### src/rtl/procesador_pkg.sv
// Shared definitions for the procesador datapath: default width, opcode enums, flag bit positions.
package procesador_pkg;

  localparam int M_DEF = 4;

  typedef enum logic [3:0] {
    G_TSF   = 4'b0000,
    G_INC   = 4'b0001,
    G_ADD   = 4'b0010,
    G_ADDC  = 4'b0011,
    G_ADDNB = 4'b0100,
    G_SUB   = 4'b0101,
    G_DEC   = 4'b0110,
    G_TSF2  = 4'b0111,
    G_AND   = 4'b1000,
    G_OR    = 4'b1001,
    G_XOR   = 4'b1010,
    G_NOT   = 4'b1011
  } g_op_t;

  typedef enum logic [1:0] {
    H_PASS = 2'b00,
    H_SHR  = 2'b01,
    H_SHL  = 2'b10,
    H_ZERO = 2'b11
  } h_op_t;

  localparam int FLAG_V = 3;
  localparam int FLAG_C = 2;
  localparam int FLAG_N = 1;
  localparam int FLAG_Z = 0;

endpackage

### src/rtl/procesador_unidad_funcional.sv
// Combinational function unit: m-bit result G plus {V,C,N,Z}.
// Arithmetic ops are A + (effective second operand) + carry-in, evaluated at m+1 bits.
module unidad_funcional
  import procesador_pkg::*;
#(
  parameter int m = M_DEF
) (
  input  logic [m-1:0] i_a,
  input  logic [m-1:0] i_b,
  input  logic [3:0]   i_sel_g,
  output logic [m-1:0] o_g,
  output logic [3:0]   o_flags
);

  logic [m-1:0] w_b_eff;
  logic         w_cin;
  logic [m:0]   w_sum;
  logic [m-1:0] w_logic;
  logic         w_c;
  logic         w_v;
  g_op_t        w_arith_op;
  g_op_t        w_logic_op;

  assign w_arith_op = g_op_t'({1'b0, i_sel_g[2:0]});
  assign w_logic_op = g_op_t'({2'b10, i_sel_g[1:0]});

  always_comb begin
    w_b_eff = '0;
    w_cin   = 1'b0;
    case (w_arith_op)
      G_INC:   w_cin = 1'b1;
      G_ADD:   w_b_eff = i_b;
      G_ADDC:  begin w_b_eff = i_b;  w_cin = 1'b1; end
      G_ADDNB: w_b_eff = ~i_b;
      G_SUB:   begin w_b_eff = ~i_b; w_cin = 1'b1; end
      G_DEC:   w_b_eff = '1;
      default: w_b_eff = '0;
    endcase
  end

  assign w_sum = {1'b0, i_a} + {1'b0, w_b_eff} + {{m{1'b0}}, w_cin};

  always_comb begin
    w_logic = '0;
    case (w_logic_op)
      G_AND:   w_logic = i_a & i_b;
      G_OR:    w_logic = i_a | i_b;
      G_XOR:   w_logic = i_a ^ i_b;
      default: w_logic = ~i_a;
    endcase
  end

  always_comb begin
    o_g = w_sum[m-1:0];
    w_c = w_sum[m];
    w_v = (i_a[m-1] == w_b_eff[m-1]) && (w_sum[m-1] != i_a[m-1]);
    if (i_sel_g[3]) begin
      o_g = w_logic;
      w_c = 1'b0;
      w_v = 1'b0;
    end
  end

  always_comb begin
    o_flags         = '0;
    o_flags[FLAG_V] = w_v;
    o_flags[FLAG_C] = w_c;
    o_flags[FLAG_N] = o_g[m-1];
    o_flags[FLAG_Z] = (o_g == '0);
  end

endmodule

### src/rtl/procesador.sv
// Mano-style datapath: 4 x m register file, function unit, shifter and MB/MF/MD muxes.
// Fully driven by an external control word; A bus is the memory address, B bus the memory data.
module procesador
  import procesador_pkg::*;
#(
  parameter int m = M_DEF
) (
  input  logic         clk,
  input  logic         rst,
  input  logic [1:0]   Select_A,
  input  logic [1:0]   Select_B,
  input  logic [1:0]   Select_H,
  input  logic [1:0]   Select_D,
  input  logic [m-1:0] Constant_in,
  input  logic [3:0]   Select_G,
  input  logic         Select_MB,
  input  logic         Select_MD,
  input  logic         Select_MF,
  input  logic [3:0]   Enable_load,
  input  logic [m-1:0] data_in,
  output logic [3:0]   Banderas,
  output logic [m-1:0] Out_address,
  output logic [m-1:0] Out_Data
);

  logic [m-1:0] r_regs [4];
  logic [m-1:0] w_a;
  logic [m-1:0] w_breg;
  logic [m-1:0] w_b;
  logic [m-1:0] w_g;
  logic [m-1:0] w_h;
  logic [m-1:0] w_f;
  logic [m-1:0] w_d;

  assign w_a    = r_regs[Select_A];
  assign w_breg = r_regs[Select_B];
  assign w_b    = Select_MB ? Constant_in : w_breg;

  unidad_funcional #(.m(m)) u_fu (
    .i_a     (w_a),
    .i_b     (w_b),
    .i_sel_g (Select_G),
    .o_g     (w_g),
    .o_flags (Banderas)
  );

  always_comb begin
    w_h = w_b;
    case (h_op_t'(Select_H))
      H_PASS:  w_h = w_b;
      H_SHR:   w_h = {1'b0, w_b[m-1:1]};
      H_SHL:   w_h = {w_b[m-2:0], 1'b0};
      default: w_h = '0;
    endcase
  end

  assign w_f = Select_MF ? w_h : w_g;
  assign w_d = Select_MD ? data_in : w_f;

  // Only the enable bit of the addressed register matters, so at most one write per edge.
  always_ff @(posedge clk) begin
    if (rst) begin
      for (int i = 0; i < 4; i++) r_regs[i] <= '0;
    end else if (Enable_load[Select_D]) begin
      r_regs[Select_D] <= w_d;
    end
  end

  assign Out_address = w_a;
  assign Out_Data    = w_b;

endmodule

### config.mk
export PLATFORM = sky130hd
export DESIGN_NAME = procesador
export DESIGN_NICKNAME = d
export VERILOG_FILES = /design/src/rtl/procesador_pkg.sv /design/src/rtl/procesador_unidad_funcional.sv /design/src/rtl/procesador.sv
export SDC_FILE = /design/constraint.sdc
export NUM_CORES = 1
export LEC_CHECK = 0
export ABC_AREA = 1
export ABC_CLOCK_PERIOD_IN_PS = 7000
export CORE_MARGIN = 3
export CORE_UTILIZATION = 50
export CTS_CLUSTER_SIZE = 8
export DETAILED_ROUTE_END_ITERATION = 10
export PLACE_DENSITY = 0.78
export SLEW_MARGIN = 20
export SYNTH_ARGS = -nofsm -noshare
export SYNTH_HDL_FRONTEND = slang
export SYNTH_SLANG_ARGS = --single-unit
### constraint.sdc
create_clock -name clk -period 7 [get_ports clk]
set_input_delay 2.1 -clock clk [delete_from_list [all_inputs] [get_ports clk]]
set_output_delay 2.1 -clock clk [all_outputs]
set_load 0.1 [all_outputs]
Word-level counts from Yosys, hierarchy flattened
Memory sizes are Yosys's and may differ from the RTL's.
Index checks and enable logic that the tools add are counted.
- $add $sub $neg: 2
- eq/ne operators: 12
- bitwise logic cells: 5
- mux-type cells: 20
- order comparisons: 1
- reduce and logical (&&, ||, !) cells: 8
- operator list (operator ; count):
    $pmux W4 S3 ; 3
    $mux W4 ; 5
    $mux W1 ; 10
    $eq A3 B3 Y1 const B ; 3
    $not A4 Y4 ; 2
    $eq A3 B2 Y1 const B ; 2
    $add A4 B4 Y5 ; 1
    $add A5 B1 Y5 ; 1
    $and A4 B4 Y4 ; 1
    $eq A2 B1 Y1 const B ; 2
    $eq A2 B2 Y1 const B ; 2
    $logic_not A2 Y1 ; 2
    $logic_not A4 Y1 ; 1
    $or A4 B4 Y4 ; 1
    $reduce_or A2 Y1 ; 2
    $reduce_or A4 Y1 ; 1
    $xor A4 B4 Y4 ; 1
    $eq A3 B1 Y1 const B ; 1
    $lt A2 B3 Y1 const B ; 1
    $reduce_or A3 Y1 ; 1
    $bmux W1 S2 ; 1
    $mux W2 ; 1
    $eq A1 B1 Y1 ; 1
    $logic_and A1 B1 Y1 ; 1
    $ne A1 B1 Y1 ; 1
- memories kept: 1
- input bits: 29
- output and inout port bits: 12
- RAM bits: 16
- register bits after elaboration: 0
- logic and storage cells: 49
- memory list (name ; depth ; width ; rd ports ; clocked after memory_dff ; write ports ; line ; source):
    r_regs ; 4 ; 4 ; 2 ; 0 ; 4 ; procesador.sv:26 ; logic [m-1:0] r_regs [4];

Logic depth before layout (Yosys ltp)
Gate-level depths: netlist (run 1).
An unclocked memory read counts as a cell.
- depth after elaboration: 10
- depth in mapped cells: 20

Cells and area by module
From an unflattened synthesis (run 1), not the netlist that was laid out.
- cells, all modules: 282
- area total of the unflattened synthesis: 1824.2 µm²
- by module, submodules not included (module ; area an instance (µm²) ; cells each ; seq. area each (µm²) ; times used):
    procesador ; 1221.2 ; 177 ; 480.5 ; 1
    unidad_funcional ; 603.1 ; 105 ; 0.0 ; 1

Worst setup path after synthesis (run 1)
No wires, ideal clock.
- path type: input -> output
- from: input Select_A[0]
- to: output Banderas[0]
- buffers on the path: 1
- setup slack: -0.676 ns
- arrival time: 5.576 ns
- required time: 4.900 ns
- stages on the path: 11
- cells stage by stage: buf_6 inv_6 nand2_2 nand3_1 nand2_2 inv_1 fa_1 or2_2 nand2_1 nand4_1 a21oi_1
- cells in the longest elaborated chain, start to end: 5
- elaborated cells between the ends (all ways): 10
- those cells by class: add/sub: 2; mux: 2; bitwise: 4; reduce/logical: 1; memory: 1
- RTL lines (element ; line ; source):
    start: declaration ; procesador.sv:10 ; input logic [1:0] Select_A,
    $mem_v2 Z4 W4 (*) ; -- ;
    named net Out_address[1] ; procesador.sv:22 ; output logic [m-1:0] Out_address,
    $add A4 B4 Y5, or another cell as far along ; procesador_unidad_funcional.sv:41 ; assign w_sum = {1'b0, i_a} + {1'b0, w_b_eff} + {{m{1'b0}}, w_cin};
    $add A5 B1 Y5 / $pmux W4 S3 (equally long branches) ; procesador_unidad_funcional.sv:41, procesador_unidad_funcional.sv:45 ;
    $mux W4 (*) ; procesador_unidad_funcional.sv:57 ; if (i_sel_g[3]) begin
    $logic_not A4 Y1 (*) ; procesador_unidad_funcional.sv:69 ; o_flags[FLAG_Z] = (o_g == '0);
    end: declaration ; procesador.sv:21 ; output logic [3:0] Banderas,
Mark *: on every way through the listed nets, which the timed path passes. The rest lies on a longest branch.

Worst setup path in the final report (run 1)
- from: input Select_MB
- to: output Banderas[0]
- cells in the longest elaborated chain, start to end: 7
- elaborated cells between the ends (all ways): 11
- those cells by class: add/sub: 2; mux: 4; bitwise: 4; reduce/logical: 1
- RTL lines (element ; line ; source):
    start: declaration ; procesador.sv:16 ; input logic Select_MB,
    $mux W4 (*) ; procesador.sv:37 ; assign w_b = Select_MB ? Constant_in : w_breg;
    $not A4 Y4 ; procesador_unidad_funcional.sv:34, procesador_unidad_funcional.sv:35 ;
    $pmux W4 S3 ; procesador_unidad_funcional.sv:30 ; case (w_arith_op)
    $add A4 B4 Y5 ; procesador_unidad_funcional.sv:41 ;
    $add A5 B1 Y5 ; procesador_unidad_funcional.sv:41 ;
    $mux W4 (*) ; procesador_unidad_funcional.sv:57 ;
    $logic_not A4 Y1 (*) ; procesador_unidad_funcional.sv:69 ;
Every way passes the cells marked *; elsewhere a longest branch is shown, timed or not.

==> flow_summary.toml, run 1 <==
[timing]
holdWs_ps = 1170
hold_viol_final = 0
final.setup.worst_slack_ps = 74.2
timing.max_slew.rel_slack = 0.699
period_share = 0.989
tightestPinTransition_ps = 447
layout_min_cycle_time_ps = 6930
timing.final.max_slew_violations = 0
finClkSkew_ps = 0.618
final-setup-viol-count = 0
fin_tns_setup_ps = 0
maxClockFrequency_mhz = 144

[worst_setup_path]
timing.rr.start = "r_regs[2][0]"
worstPathArrival_ps = 4830
timing.critical_path.required_ps = 4900
critical_path.startpoint_type = "input pin"
timing.setup.critical_path_class = "in -> out"
regToRegSetupSlack_ps = 4110
max_stage_delay_ps = 460
critical_path.endpoint = "Banderas[0]"
path_delay_family = "buffers and inverters"
timing.critical_path.fanout_max = 7
ff2ff_path_depth = 19
cp_num_cells = 15
cpMaxStageDelayCell = "clkdlybuf4s50_1"
cp.buffers_inverters = 5
critical_path.startpoint = "Select_MB"
critical_path.most_common_cell = "nand2_1"
timing.critical_path.cells = "clkdlybuf4s50_1, inv_1, buf_4, nand3_2, nand2_2, nand2_1, o211ai_1, fa_2, inv_2, fa_1, or2_4, nand2_1, nand4_1, a21oi_4, buf_12"
end_of_the_worst_register_to_register_path = "r_regs[2][2]"
timing.critical_path.to_type = "output pin"

[clock_tree]
clk_transition_reported_paths_ps = 80
cts_inserted_buffers = 3
clock_sinks = 16
clk_latency_worst_skew_pair_ps = 270
h_tree_lvl_count = 1
clk_path_buf_depth = 2
clock-root-buffer = "clkbuf_4"
tritoncts = "built"
number_of_buffers_inserted_for_hold_repair_after_clock_tree_synthesis = 0

[min_path]
hp-start = "r_regs[1][3]"
min-delay-path-class = "reg -> reg"

[grt]
global_route_wire_length_before_repair_um = 7580
grt_antenna_before_repair = 0
grt_start_max_net_pins = 10
grt_overflow = 0
first_global_vias = 1749
grt_use_total = 0.220

[layout]
fin_area_um2 = 2480
largest-register = "r_regs"
largest_register_ffs = 16
area_growth_pct = 37.9
fin_nets = 384
antenna-diode-count = 0
final_core_utilization = 0.731
reg_top3 = "r_regs: 16 flops"
post_route_cells_drive_above_1_share = 0.215

[drt]
dr.first_iter.drc_count = 91
firstDrtPassIters = 4
detailroute.via_count = 1923
wl_met2_um = 2320
post_drt_via_cell_ratio = 4.98
drc = 0
met3WireLength_um = 218
postRouteWirelength_um = 4590
route.layer.met1.wl_um = 2000
postRouteAntennaNets = 0
top_layer = "met4"
wire_per_inst_um = 11.9

[yosys]
yosysWarningCount = 0
post_synth_fa_ha_maj_area_fraction = 0.0988
synthSimpleGateAreaFrac = 0.446
synth.top_cells.by_area = "edfxtp_1 27%, nand3_1 15%, nand2_1 14%, inv_1 10%, ha_1 7.7%"
synth.distinct_cells = 21
postSynthNetCount = 323
syn-mean-instance-area_um2 = 6.40
post_synth_mux_area_share = 0
synth_area_um2 = 1800
synth_compound_gate_area_share = 0.0508
post_synth_inst_count = 281
synthDominantAreaCellType = "edfxtp_1"
yosys.area_share.xor_xnor = 0
synth_seq_cells = 16
synth_top_family_by_area = "simple AND/OR/NAND/NOR gates"
synth_top_cell_area_share = 0.267
synth.yosys.seq_area_share = 0.267

[die]
design.die.area_um2 = 4350
fp-row-count = 21
die_height_um = 66.0
starting_density_of_the_core = 0.530
core_um2 = 3390
io_pins = 41
die_extent_in_x_um = 66.0

[run_status]
run_status = "finished, final reports clean"

[power_and_ir_drop]
power_per_cell_area_nw_per_um2 = 155
max-vdd-ir-drop_v = 0.000121
leakagePower_nw = 1.28

[place]
global_placer_s_final_weighted_congestion = 0.907
place_hpwl_um = 3860
place_worst_setup_slack_ps = -78.6
port_buffers = 40
post_place_cell_area_um2 = 2380

[job]
maxCapViolations = 0
## power breakdown
part / internal, W / switching [W] / total [W]
registers: 0.000112 / 0.00000405 / 0.000116
clock network: 0.0000199 / 0.0000247 / 0.0000446
logic: 0.0000842 / 0.000141 / 0.000225
## final cells by class
type	count	area, µm²
Clock buffer	3	22.5
Fill cell	288	911
Multi-Input combinational cell	207	1120
Timing Repair Buffer	62	593
Inverter	52	200
Sequential cell	16	480
Tap cell	46	57.6
## cell usage in the layout, fill, tap and decap left out, types with 6 or more instances in the layout
| cell | instances |
|---|---|
| edfxtp_1 | 16 |
| o21ai_0 | 6 |
| clkdlybuf4s50_1 | 25 |
| nand2_2 | 16 |
| inv_1 | 46 |
| buf_4 | 30 |
| nand3_1 | 51 |
| nand2_1 | 63 |
| ha_1 | 11 |
| nor2_1 | 32 |
## routing by layer
metal / global-route usage / vias up
li1: - / 1016
met1: 0.278 / 850
met2: 0.411 / 50
met3: 0.0170 / 7
met4: 0.0381 / 0
met5: 0 / -
## cells by family after synthesis
group | count (synthesis)
adder cells (fa/ha/maj) | 13
AND/OR/NAND/NOR | 177
AO/OA/AOI/OAI | 17
buffers and inverters | 58
flip-flops | 16
## stage by stage
step | instances | total power (W)
detailed placement | 380 | 0.000332
finish | 386 | 0.000385
CTS | 383 | 0.000376
global placement | 380 | 0.000330
floorplan | 281 | 0.000260
global route | 386 | 0.000412
## worst register-to-register path, cell delays in order, from the launching register on
cell      delay (ps)
edfxtp_1         430
inv_1             70
nand2_1           50
nand3_1           80
nand3_2           90
nand2_2           90
nand2_1           70
o211ai_1         140
fa_2             260
inv_2             50
fa_1             390
nand2_1           90
inv_1             50
o21ai_0          370
nand3_1          160
nand2_1           80
inv_1             50
nand2_2           60
nand2_2           80
nor2_1           100
## Yosys cell counts
cell type   n
a21oi_1     7
a31oi_1     1
buf_2       1
buf_4       4
buf_6       1
edfxtp_1   16
fa_1        2
ha_1       11
inv_1      48
inv_2       3
inv_6       1
nand2_1    67
nand2_2    12
nand3_1    54
nand3b_1    4
nand4_1     1
nor2_1     32
nor2_4      1
o211ai_1    2
o21ai_0     7
or2_2       6
## how the worst min path moves through the flow
stage | endpoint | slack, ps | cells past startpoint
global route | r_regs[3][0] | 1310 | 11
detailed placement | r_regs[3][2] | 1160 | 10
floorplan | r_regs[3][2] | 950 | 10
finish | r_regs[3][2] | 1170 | 10
CTS | r_regs[3][2] | 1170 | 10
global placement | r_regs[3][2] | 1140 | 10
## timing repair
| item | in CTS | in global routing |
|---|---|---|
| pin swaps | 1 | 7 |
| setup buffers | 0 | 3 |
| endpoints found under the setup margin | 1 | 3 |
| gates resized for setup | 3 | 16 |
Note: power is estimated with default switching activity, not from simulation.
==> run 2, diff against run 1 <==
CTS_BUF_LIST = sky130_fd_sc_hd__clkbuf_16   (was not set)
DONT_BUFFER_PORTS = 1   (was not set)
PLACE_DENSITY = 0.63   (was 0.78)
==> run 2 against run 1 <==
Net effect: register-to-register slack is essentially flat; final cell count shrank 13%; routed wire length shrank 5.5%; total power grew 3.3%; clock skew grew 3.9 ps; hold slack lost 3.1 ps; non-clock buffer count shrank 50; final area shrank 19%; global-route usage shrank 1.8 points; fmax grew 3.7%; sequential power is essentially flat; critical endpoint unchanged; largest power group unchanged; highest routed layer unchanged.
==> flow_summary.toml, run 2 (synthesis gave the netlist of run 1 again) <==
[worst_setup_path]
critical_path.startpoint = "Select_MB"
regToRegSetupSlack_ps = 4110
timing.critical_path.required_ps = 4900
timing.rr.start = "r_regs[3][0]"
timing.critical_path.fanout_max = 8
end_of_the_worst_register_to_register_path = "r_regs[1][1]"
critical_path.endpoint = "Banderas[0]"
timing.setup.critical_path_class = "in -> out"
ff2ff_path_depth = 16
critical_path.startpoint_type = "input pin"
worstPathArrival_ps = 4580
timing.critical_path.to_type = "output pin"

[clock_tree]
clock_sinks = 16
cts_inserted_buffers = 3
clk_transition_reported_paths_ps = 50
tritoncts = "built"
post_cts.resized_instances = 0
clock-root-buffer = "clkbuf_16"
number_of_buffers_inserted_for_hold_repair_after_clock_tree_synthesis = 0
cts.repair_timing.setup_buffer_count = 0
h_tree_lvl_count = 1
clk_latency_worst_skew_pair_ps = 240
clk_path_buf_depth = 2

[drt]
wire_per_inst_um = 12.9
dr.first_iter.drc_count = 149
postRouteAntennaNets = 0
post_drt_via_cell_ratio = 5.19
detailroute.via_count = 1744
postRouteWirelength_um = 4330
firstDrtPassIters = 5
drc = 0

[run_status]
run_status = "finished, final reports clean"

[timing]
final-setup-viol-count = 0
tightestPinTransition_ps = 391
timing.max_slew.rel_slack = 0.737
fin_tns_setup_ps = 0
timing.final.max_slew_violations = 0
setup_repair_after_global_routing_missed_its_margin = "false"
maxClockFrequency_mhz = 150
period_share = 0.954
hold_viol_final = 0
layout_min_cycle_time_ps = 6680
finClkSkew_ps = 4.51

[die]
design.die.area_um2 = 4350
die_extent_in_x_um = 66.0
core_um2 = 3390
io_pins = 41
die_height_um = 66.0
starting_density_of_the_core = 0.530
fp-row-count = 21

[grt]
grt_use_total = 0.202
grt_overflow = 0
first_global_vias = 1530
grt_start_max_net_pins = 11
grt_antenna_before_repair = 0
global_route_wire_length_before_repair_um = 6920

[layout]
fin_area_um2 = 2010
area_growth_pct = 11.7
largest_register_ffs = 16
post_route_cells_drive_above_1_share = 0.141
fin_nets = 334
reg_top3 = "r_regs: 16 flops"
mostFrequentLayoutCells = "67 x nand2_1, 54 x nand3_1, 48 x inv_1"
antenna-diode-count = 0
largest-register = "r_regs"
most_frequent_standard_cell_in_the_layout_excluding_fill_and_tap_cells = "nand2_1"

[job]
maxCapViolations = 0

[place]
place_hpwl_um = 3580
post_place_cell_area_um2 = 1930
global_placer_s_final_weighted_congestion = 0.850
port_buffers = 0

[power_and_ir_drop]
power_per_cell_area_nw_per_um2 = 198
leakagePower_nw = 1.04
max-vdd-ir-drop_v = 0.000147

[min_path]
min-delay-path-class = "reg -> reg"
-- run 2: changes by cell type in the layout (fill, tap and decap cells not counted), moves of 4 or more --
| cell | delta |
|---|---|
| nand2_1 | +4 |
| clkdlybuf4s50_1 | -25 |
| nand2_2 | -4 |
| buf_4 | -19 |
-- run 2: where the power goes --
group	internal [W]	total (W)	switching, W
logic	0.0000473	0.000174	0.000126
registers	0.000112	0.000116	0.00000397
clock network	0.0000748	0.000108	0.0000329
total	0.000234	0.000397	0.000163
-- run 2: area by class of cell --
class	count	area [µm²]
Fill cell	339	1380
Multi-Input combinational cell	207	1090
Sequential cell	16	480
Inverter	52	200
Timing Repair Buffer	12	103
Clock buffer	3	75.1
Tap cell	46	57.6
-- run 2: worst min-delay path by stage --
stage / endpoint / startpoint / depth (start not counted) / slack, ps
finish: r_regs[3][1] / r_regs[0][0] / 10 / 1160
global route: r_regs[3][1] / r_regs[0][0] / 10 / 1270
CTS: r_regs[3][1] / r_regs[0][0] / 10 / 1170
detailed placement: r_regs[3][1] / r_regs[0][0] / 10 / 1140
global placement: r_regs[3][1] / r_regs[0][0] / 10 / 1140
floorplan: r_regs[3][2] / r_regs[1][3] / 10 / 950
-- run 2: stage by stage --
step	hold WS [ps]	power [W]	cells	utilization	setup WS, ps
2_1_floorplan	952	0.000260	281	-	185
5_1_grt	1270	0.000418	336	0.592	177
3_5_place_dp	1140	0.000291	333	0.570	320
4_1_cts	1170	0.000397	336	0.592	308
6_report	1160	0.000397	336	0.592	319
3_3_place_gp	1140	0.000290	333	0.570	375
-- run 2: layer usage --
layer	up-vias	share of wire	track usage
li1	914	-	-
met1	766	0.53	0.323
met2	55	0.40	0.285
met3	9	0.055	0.0204
met4	0	0.022	0.0508
met5	-	0	0
-- run 2: critical path, cell delays in order --
cell and delay (ps):
inv_1 80, or2_2 320, nand2_1 140, o211ai_1 120, fa_1 420, inv_1 100
fa_1 410, or2_2 310, nand2_1 80, nand4_1 150, a21oi_4 170, buf_12 190
==> run 3, diff against run 2 <==
CAP_MARGIN = 20   (was not set)
GPL_ROUTABILITY_DRIVEN = 1   (was not set)
PLACE_DENSITY = not set   (was 0.63)
==> run 3 against run 2 <==
Net effect: clock power about the same; fmax grew 0.45%; routed wire length decreased by 1.3%; final cell count stayed put; sequential cell count stayed put; total power about the same; first-iteration DRC count fell by 22%; clock-buffer cell count did not move; combinational power about the same; worst setup slack improved by 30 ps; register-to-register slack hardly changed; highest routed layer unchanged.
==> flow_summary.toml, run 3 (synthesis gave the netlist of run 1 again) <==
[layout]
post_route_cells_drive_above_1_share = 0.141
largest-register = "r_regs"
reg_top3 = "r_regs: 16 flops"
area_growth_pct = 11.7
mostFrequentLayoutCells = "67 x nand2_1, 54 x nand3_1, 48 x inv_1"
antenna-diode-count = 0
final_cell_count_no_fill = 336
largest_register_ffs = 16
fin_nets = 334
most_frequent_standard_cell_in_the_layout_excluding_fill_and_tap_cells = "nand2_1"

[clock_tree]
cts.repair_timing.setup_buffer_count = 0
tritoncts = "built"
clock_sinks = 16
post_cts.resized_instances = 0
cts_inserted_buffers = 3
number_of_buffers_inserted_for_hold_repair_after_clock_tree_synthesis = 0
h_tree_lvl_count = 1
clk_latency_worst_skew_pair_ps = 240
clk_transition_reported_paths_ps = 50
clk_path_buf_depth = 2
clock-root-buffer = "clkbuf_16"

[worst_setup_path]
timing.setup.critical_path_class = "in -> out"
end_of_the_worst_register_to_register_path = "r_regs[1][1]"
worstPathArrival_ps = 4550
timing.critical_path.to_type = "output pin"
timing.rr.start = "r_regs[1][0]"
timing.critical_path.fanout_max = 8
ff2ff_path_depth = 16
critical_path.startpoint_type = "input pin"
regToRegSetupSlack_ps = 4120
timing.critical_path.required_ps = 4900

[die]
die_height_um = 66.0
io_pins = 41
design.die.area_um2 = 4350
die_extent_in_x_um = 66.0
fp-row-count = 21
starting_density_of_the_core = 0.530
core_um2 = 3390

[drt]
postRouteAntennaNets = 0
post_drt_via_cell_ratio = 5.02
drc = 0
detailroute.via_count = 1686
postRouteWirelength_um = 4280
firstDrtPassIters = 4
wire_per_inst_um = 12.7
dr.first_iter.drc_count = 116

[grt]
grt_overflow = 0
grt_start_max_net_pins = 11
grt_use_total = 0.202
global_route_wire_length_before_repair_um = 6820
first_global_vias = 1492
grt_antenna_before_repair = 0

[min_path]
hp-start = "r_regs[1][3]"
min-delay-path-class = "reg -> reg"
whs_path_depth = 10
worstHoldEndpoint = "r_regs[3][2]"

[timing]
hold_viol_final = 0
final-setup-viol-count = 0
holdWs_ps = 1160
timing.max_slew.rel_slack = 0.722
finClkSkew_ps = 0.742
tightestPinTransition_ps = 413
final.setup.worst_slack_ps = 349
period_share = 0.950
setup_repair_after_global_routing_missed_its_margin = "false"
layout_min_cycle_time_ps = 6650
timing.final.max_slew_violations = 0
maxClockFrequency_mhz = 150
fin_tns_setup_ps = 0

[place]
place_worst_setup_slack_ps = 348
place_hpwl_um = 3580
port_buffers = 0
dpl.cell_count = 333
global_placer_s_final_weighted_congestion = 0.855

[power_and_ir_drop]
leakagePower_nw = 1.04
max-vdd-ir-drop_v = 0.000149
power_per_cell_area_nw_per_um2 = 198

[job]
maxCapViolations = 0

[run_status]
run_status = "finished, final reports clean"
[run 3: cell counts in the layout (fill, tap and decap cells not counted)]
No cell type changed its count.
[run 3: worst max-delay path, cell delays in order]
cell,delay (ps)
inv_1,70
or2_2,310
nand2_1,130
o211ai_1,120
fa_1,430
inv_1,110
fa_1,410
or2_2,310
nand2_1,70
nand4_1,130
a21oi_4,170
buf_12,190
[run 3: power breakdown]
part	internal, W	total, W	switching (W)
registers	0.000112	0.000116	0.00000387
logic	0.0000475	0.000174	0.000126
clock network	0.0000747	0.000107	0.0000326
total	0.000234	0.000397	0.000163
[run 3: area by class of cell]
cell class | instances | area [µm²]
repair buffers | 12 | 103
inverters | 52 | 200
fillers | 334 | 1380
clock buffers | 3 | 75.1
multi-input cells | 207 | 1090
flip-flops and latches | 16 | 480
well taps | 46 | 57.6
[run 3: layer usage]
metal  part of all wire  GRT usage  up-vias
met3              0.061     0.0289        3
met5                  0          0        -
met2               0.39      0.292       59
met4             0.0026     0.0228        0
met1               0.54      0.323      713
li1                   -          -      911
[run 3: how the worst max path moves through the flow]
stage	start	end	slack, ps	cells after the start
after detailed placement	Select_MB	Banderas[0]	350	12
after floorplan	Select_A[0]	Banderas[0]	180	11
after global placement	Select_MB	Banderas[0]	400	12
after global routing	Select_MB	Banderas[0]	230	12
after CTS	Select_MB	Banderas[0]	360	12
final	Select_MB	Banderas[0]	350	12
[run 3: per-stage QoR]
step           power (W)  instance area [µm²]   util
2_1_floorplan   0.000260                 1810      -
3_3_place_gp    0.000291                 1930  0.570
4_1_cts         0.000398                 2010  0.592
5_1_grt         0.000419                 2010  0.592
3_5_place_dp    0.000290                 1930  0.570
6_report        0.000397                 2010  0.592
